$ cat src/rtl/workload_sequencer.sv
// rtl/workload_sequencer.sv - single-workload read/write sequencer for an MMIO-started accelerator
//
// Purpose:
//   After an accepted START strobe, issues num_items cache-line read requests
//   from read_base, bounded to MAX_OUTSTANDING reads in flight. Datapath
//   results are passed straight through as write requests to write_base.
//   Read/write completions are counted. A one-cycle finish pulse marks the end
//   of the workload, whether it completed normally or stopped on a read error.
//
// Ports:
//   i_clk, i_rst                  clock, synchronous active-high reset
//   i_mmio_rstb                   soft reset, active-low, same effect as i_rst
//   i_start_pls                   one-cycle START strobe
//   i_read_base_addr              source base, latched on accepted start
//   i_write_base_addr             destination base, latched on accepted start
//   i_num_items_to_process        item count N, latched on accepted start
//   o_rd_req_valid/i_rd_req_ready read request handshake (addr, tag)
//   i_rd_rsp_valid, i_rd_rsp_err  read completion strobe and error flag
//   i_dp_result_valid/o_dp_result_ready  datapath result handshake
//   o_wr_req_valid/i_wr_req_ready write request handshake (addr, tag)
//   i_wr_rsp_valid                write completion strobe
//   o_num_reads_read_active       read completions this workload
//   o_num_reads_written_active    write completions this workload
//   o_busy                        high in RUN or DRAIN
//   o_finish                      one-cycle completion pulse
//   o_error                       sticky read-error flag, cleared on accepted start

module workload_sequencer #(
  parameter int ITEM_BYTES      = 128,
  parameter int MAX_OUTSTANDING = 16,
  parameter int TAG_W           = 8
) (
  input  logic             i_clk,
  input  logic             i_rst,
  input  logic             i_mmio_rstb,
  input  logic             i_start_pls,
  input  logic [63:0]      i_read_base_addr,
  input  logic [63:0]      i_write_base_addr,
  input  logic [31:0]      i_num_items_to_process,
  output logic             o_rd_req_valid,
  input  logic             i_rd_req_ready,
  output logic [63:0]      o_rd_req_addr,
  output logic [TAG_W-1:0] o_rd_req_tag,
  input  logic             i_rd_rsp_valid,
  input  logic             i_rd_rsp_err,
  input  logic             i_dp_result_valid,
  output logic             o_dp_result_ready,
  output logic             o_wr_req_valid,
  input  logic             i_wr_req_ready,
  output logic [63:0]      o_wr_req_addr,
  output logic [TAG_W-1:0] o_wr_req_tag,
  input  logic             i_wr_rsp_valid,
  output logic [31:0]      o_num_reads_read_active,
  output logic [31:0]      o_num_reads_written_active,
  output logic             o_busy,
  output logic             o_finish,
  output logic             o_error
);

  localparam int          ITEM_SHIFT = $clog2(ITEM_BYTES);
  localparam int          SLOT_W     = $clog2(MAX_OUTSTANDING);
  localparam logic [31:0] MAX_OUT    = 32'(MAX_OUTSTANDING);

  typedef enum logic [1:0] {
    S_IDLE  = 2'd0,
    S_RUN   = 2'd1,
    S_DRAIN = 2'd2,
    S_DONE  = 2'd3
  } state_t;

  state_t      r_state;
  state_t      w_next_state;

  logic [63:0] r_rd_base;
  logic [63:0] r_wr_base;
  logic [31:0] r_num_items;
  logic [31:0] r_rd_issued;
  logic [31:0] r_rd_done;
  logic [31:0] r_wr_issued;
  logic [31:0] r_wr_done;
  logic        r_error;
  logic        r_zero_finish;

  logic              w_rst;
  logic              w_busy;
  logic              w_rd_err;
  logic [31:0]       w_outstanding;
  logic              w_rd_valid;
  logic              w_rd_accept;
  logic              w_wr_accept;
  logic              w_start_ok;
  logic              w_start_zero;
  logic              w_last_read;
  logic [SLOT_W-1:0] w_rd_slot;

  // Either reset source clears everything and abandons the workload.
  assign w_rst = i_rst | ~i_mmio_rstb;

  assign w_busy       = (r_state == S_RUN) || (r_state == S_DRAIN);
  assign w_rd_err     = i_rd_rsp_valid & i_rd_rsp_err;
  assign w_start_ok   = (r_state == S_IDLE) && i_start_pls && (i_num_items_to_process != 32'd0);
  assign w_start_zero = (r_state == S_IDLE) && i_start_pls && (i_num_items_to_process == 32'd0);

  // Credit check uses registered counts only: a completion frees its credit
  // for the cycle after it arrives. A read error stops issue immediately.
  assign w_outstanding = r_rd_issued - r_rd_done;
  assign w_rd_valid    = (r_state == S_RUN) && (r_rd_issued < r_num_items) &&
                         (w_outstanding < MAX_OUT) && !w_rd_err;
  assign w_rd_accept   = w_rd_valid & i_rd_req_ready;
  assign w_last_read   = w_rd_accept && ((r_rd_issued + 32'd1) == r_num_items);

  // Results pass straight through to the write port while a workload is active.
  assign w_wr_accept = i_dp_result_valid & i_wr_req_ready & w_busy;

  // Addresses and tags derive from registered counters, so they stay stable
  // while a request is stalled.
  assign w_rd_slot = r_rd_issued[SLOT_W-1:0];

  assign o_rd_req_valid    = w_rd_valid;
  assign o_rd_req_addr     = r_rd_base + ({32'd0, r_rd_issued} << ITEM_SHIFT);
  assign o_rd_req_tag      = {1'b0, (TAG_W-1)'(w_rd_slot)};
  assign o_dp_result_ready = i_wr_req_ready & w_busy;
  assign o_wr_req_valid    = i_dp_result_valid & w_busy;
  assign o_wr_req_addr     = r_wr_base + ({32'd0, r_wr_issued} << ITEM_SHIFT);
  // Tag reads as zero when no workload is active so reset leaves every output at 0.
  assign o_wr_req_tag      = w_busy ? {1'b1, r_wr_issued[TAG_W-2:0]} : '0;

  assign o_num_reads_read_active    = r_rd_done;
  assign o_num_reads_written_active = r_wr_done;
  assign o_error                    = r_error;

  always_ff @(posedge i_clk) begin
    if (w_rst) begin
      r_state <= S_IDLE;
    end else begin
      r_state <= w_next_state;
    end
  end

  always_comb begin
    w_next_state = r_state;
    o_busy       = w_busy;
    // A zero-item start completes at once without ever leaving IDLE.
    o_finish     = (r_state == S_DONE) || r_zero_finish;
    case (r_state)
      S_IDLE: begin
        if (w_start_ok) begin
          w_next_state = S_RUN;
        end
      end
      S_RUN: begin
        if (w_rd_err) begin
          w_next_state = S_DONE;
        end else if (w_last_read) begin
          w_next_state = S_DRAIN;
        end
      end
      S_DRAIN: begin
        if (w_rd_err || (r_wr_done == r_num_items)) begin
          w_next_state = S_DONE;
        end
      end
      S_DONE: begin
        w_next_state = S_IDLE;
      end
      default: begin
        w_next_state = S_IDLE;
      end
    endcase
  end

  always_ff @(posedge i_clk) begin
    if (w_rst) begin
      r_rd_base     <= '0;
      r_wr_base     <= '0;
      r_num_items   <= '0;
      r_rd_issued   <= '0;
      r_rd_done     <= '0;
      r_wr_issued   <= '0;
      r_wr_done     <= '0;
      r_error       <= 1'b0;
      r_zero_finish <= 1'b0;
    end else begin
      r_zero_finish <= w_start_zero;
      if (w_start_ok) begin
        r_rd_base   <= i_read_base_addr;
        r_wr_base   <= i_write_base_addr;
        r_num_items <= i_num_items_to_process;
        r_rd_issued <= '0;
        r_rd_done   <= '0;
        r_wr_issued <= '0;
        r_wr_done   <= '0;
        r_error     <= 1'b0;
      end else begin
        if (w_rd_accept) begin
          r_rd_issued <= r_rd_issued + 32'd1;
        end
        if (w_wr_accept) begin
          r_wr_issued <= r_wr_issued + 32'd1;
        end
        // Completions outside RUN/DRAIN belong to no live workload.
        if (w_busy && i_rd_rsp_valid) begin
          r_rd_done <= r_rd_done + 32'd1;
        end
        if (w_busy && i_wr_rsp_valid) begin
          r_wr_done <= r_wr_done + 32'd1;
        end
        if (w_busy && w_rd_err) begin
          r_error <= 1'b1;
        end
      end
    end
  end

endmodule

$ cat config.mk
export PLATFORM = sky130hd
export DESIGN_NAME = workload_sequencer
export DESIGN_NICKNAME = d
export VERILOG_FILES = /design/src/rtl/workload_sequencer.sv
export SDC_FILE = /design/constraint.sdc
export NUM_CORES = 1
export LEC_CHECK = 0
export CAP_MARGIN = 20
export CORE_UTILIZATION = 54
export DETAILED_ROUTE_END_ITERATION = 12
export GPL_ROUTABILITY_DRIVEN = 1
export PLACE_DENSITY = 0.85
export SYNTH_ARGS = -nofsm -noshare
export SYNTH_HDL_FRONTEND = slang
export SYNTH_SLANG_ARGS = --single-unit
$ cat constraint.sdc
create_clock -name i_clk -period 5.4 [get_ports i_clk]
set_input_delay 1.08 -clock i_clk [delete_from_list [all_inputs] [get_ports i_clk]]
set_output_delay 1.08 -clock i_clk [all_outputs]
set_load 0.02 [all_outputs]
==> flow_summary.yaml <==
min_path:
  worstHoldPathType: "reg2reg"
  worstHoldStart: "r_wr_base[5]$_SDFFE_PP0P_"
  min_path_cells: 2
  min_to: "r_wr_base[5]$_SDFFE_PP0P_"
cells_and_area:
  final_cells: 3644
  area_growth_pct: 29.15
  regArea_sq_um: 5849
  multi_input_area_sq_um: 13790
  drive_gt1_share_pct: 7.232
  nNetsFinal: 3420
  finish.instance_area_sq_um: 26400
  nFillCells: 3006
  finalCoreUtilization_pct: 71.42
timing:
  worstMarginPinSlew_ns: 0.9398
  period_share_pct: 100.0
  setup_ws_ns: -0.002204
  finalHoldViolations: 0
  fin_hold_ws_ns: 0.4557
  slew_violations: 0
  rsz0062_at_grt: "yes"
  min_period_ns: 5.402
  finalSetupViolCount: 1
  skew_ns: 0.02647
  max_slew_margin_pct: 37.20
  setup_tns_ns: -0.002204
  fmax_ghz: 0.1851
pwr:
  peakVddDrop_mv: 0.1806
  p_sw_share_pct: 26.57
  pwr-share-clk_pct: 46.4
  comb_power_share_pct: 12.3
  seqPwrFrac_pct: 41.3
  finalPower_mw: 5.432
  internal_power_mw: 3.988
  cellPowerDensity_nw_per_um2: 205.8
  p_leak_nw: 11.09
  p_sw_mw: 1.443
global_routing:
  grt_pass1_wl_microns: 110400
  overflow: 0
  grt_start_max_net_pins: 161
  antenna_found_initial: 6
  grt.total_usage_pct: 35.86
  grt_pass1_vias: 20910
routing:
  vias: 21700
  ant_nets: 0
  drt_pre_antenna_iters: 6
  drt-wirelength-per-cell_microns: 19.45
  drtIter0Drc: 1682
  vias_per_cell: 5.954
  post-route-drc-count: 0
  wl_microns: 70890
synthesis:
  avgSynthCellArea_sq_um: 7.441
  synthCells: 2747
  synth_simple_gate_area_share_pct: 27.40
  ys_seq_area_share_pct: 28.60
  synthArstFlopShare_pct: 0
  yosys_register_bits: 292
  muxShareOfSynthArea_pct: 0.8019
  synth-adder-area-share_pct: 8.399
  synth_compound_area_share_pct: 18.11
  synth_xor_area_share_pct: 11.57
  synth_edf_count: 0
  ys.flop_type: "dfxtp_1"
  synth_top_family_by_area: "simple AND/OR/NAND/NOR gates"
  yosys_warnings: 0
  netlist_area_sq_um: 20440
  synth_cell_types: 83
setup_path:
  path_class: "reg2out"
  critPathRequiredTime_ns: 4.32
  worst_r2r_path_depth: 13
  critPathArrivalTime_ns: 4.32
  r2r-end: "r_rd_issued[6]$_SDFFE_PP0P_"
  r2r_start: "o_num_reads_read_active[2]$_SDFFE_PP0P_"
  end_kind: "output port"
  reg2reg_slack_ns: 1.15
  start_kind: "register"
  worstPathMaxFanout: 6
clocking:
  clkTransAtPathRegs_ns: 0.06
  cts_root_buf: "clkbuf_16"
  clock_latency_ns: 0.58
  cts_tree: "done"
  clk_path_buf_depth: 3
  cts_sinks: 292
  cts_htree_levels: 2
  cts_made_buffers: 36
job:
  max-cap-violations: 0
floorplanning:
  die_w_microns: 196.6
  io_pins: 384
  dieArea_sq_um: 38630
  initial_utilization_pct: 55.30
  core_area_sq_um: 36960
  fp-row-count: 70
  fp.dieH_microns: 196.6
placed_design:
  placed_area_sq_um: 24930
  dpl_worst_slack_ns: -0.6393
  place_hpwl_microns: 53970
  place_congestion: 0.9681
  io_buffers: 379
  dp_cells: 3574
outcome:
  violations: "setup timing"
  status: "finished with violations"
-- placed cells by master (no fill, tap or decap), types with 9 or more instances in the layout --
cell type / n
nand2b_1: 26
nand2_1: 502
buf_4: 92
a31oi_1: 12
xnor2_1: 176
dlymetal6s2s_1: 29
nor2_1: 224
o22ai_1: 10
o211ai_1: 32
a211oi_1: 18
nand3_1: 87
dfxtp_1: 289
clkdlybuf4s50_1: 323
a21oi_1: 282
nor4_1: 28
nand3b_1: 9
nor3_1: 49
or3_1: 19
and2_1: 26
and3_1: 41
a21o_1: 46
xor2_1: 94
nand4_1: 64
dlygate4sd2_1: 22
inv_1: 102
or4_1: 23
o21ai_0: 69
clkbuf_16: 37
nor2b_1: 18
o21bai_1: 9
mux2i_1: 13
and4_1: 13
o21a_1: 18
or2_2: 14
ha_1: 133
-- kinds of logic (layout without fill, tap and decap cells) --
logic type	after synthesis	in the layout
multiplexers	16	16
XOR/XNOR	270	270
buffers and inverters	248	637
flip-flops	292	292
adder cells (fa/ha/maj)	136	136
other	1	5
AO/OA/AOI/OAI	600	600
AND/OR/NAND/NOR	1184	1184
-- worst max-delay path by stage --
stage / slack, ns / depth (start not counted) / from / to
after floorplan: 0.45 / 13 / o_num_reads_read_active[7]$_SDFFE_PP0P_ / o_rd_req_valid
after global placement: -0.62 / 13 / i_rd_rsp_valid / o_rd_req_valid
after detailed placement: -0.64 / 13 / i_rd_rsp_valid / o_rd_req_valid
after CTS: -0.19 / 13 / i_rd_rsp_valid / o_rd_req_valid
after global routing: -0.18 / 15 / o_num_reads_read_active[22]$_SDFFE_PP0P_ / o_rd_req_valid
final: -0.002 / 15 / o_num_reads_read_active[22]$_SDFFE_PP0P_ / o_rd_req_valid
-- area by class of cell --
type	instances	area share (%)
Antenna cell	1	0.009480
Clock buffer	50	3.920
Clock inverter	13	0.7062
Inverter	102	1.450
Multi-Input combinational cell	2210	52.23
Sequential cell	292	22.16
Tap cell	504	2.389
Timing Repair Buffer	472	17.14
-- metal layers --
metal	track usage, %	share of wire [%]	routed length (microns)	vias to the layer above
met2	59.56	46	32910	905
met4	19.04	5.3	3734	10
li1	-	-	-	10340
met1	43.61	40	28610	10220
met3	7.307	7.9	5571	228
met5	0	0.095	67	-
-- critical path, stage by stage (launching register included) --
cell	delay (ns)
dfxtp_1	0.35
inv_1	0.12
ha_1	0.39
buf_4	0.17
nand2b_1	0.16
nand4b_1	0.22
nor4_2	0.26
nand4b_1	0.11
or4b_2	0.66
nor2_1	0.11
nand4_1	0.10
nand4b_1	0.23
nor4bb_2	0.30
nor4b_4	0.28
buf_4	0.15
clkbuf_2	0.15
-- flip-flops by register name, indices dropped and copies added, names as in the netlist --
signal,count
o_num_reads_read_active,32
r_wr_base,64
r_state,2
r_wr_issued,32
r_rd_base,64
r_zero_finish,1
o_error,1
r_rd_issued,32
o_num_reads_written_active,32
r_num_items,32
-- power groups by stage --
stage	Combinational, mW	Sequential, mW	Clock (mW)
after floorplan	0.366	2.28	0
after global routing	0.717	2.25	2.62
after detailed placement	0.661	2.29	0
after global placement	0.650	2.29	0
after CTS	0.663	2.24	2.54
final	0.667	2.24	2.52
-- synth_stat cells (18+ instances only) --
cell type,n,area [sq um]
nand2_1,504,1892
dfxtp_1,292,5846
a21oi_1,285,1426
nor2_1,227,852.1
xnor2_1,176,1541
ha_1,134,1677
clkbuf_1,102,382.9
inv_1,102,382.9
xor2_1,94,823.3
nand3_1,87,435.4
o21ai_0,72,360.4
nand4_1,64,400.4
nor3_1,49,245.2
a21o_1,46,345.3
and3_1,41,256.5
o211ai_1,32,240.2
nor4_1,31,193.9
nand2b_1,27,168.9
and2_1,26,162.7
buf_4,23,172.7
or4_1,23,172.7
buf_2,20,100.1
a211oi_1,19,142.6
or3_1,19,118.9
nor2b_1,18,112.6
o21a_1,18,135.1
-- what timing repair did --
action,CTS,global route
setup endpoints to repair,51,49
pin swaps,2,5
setup buffers,2,4
hold buffers,0,0
gates resized for setup,50,54
No activity file was read; power rests on OpenSTA's default activity.
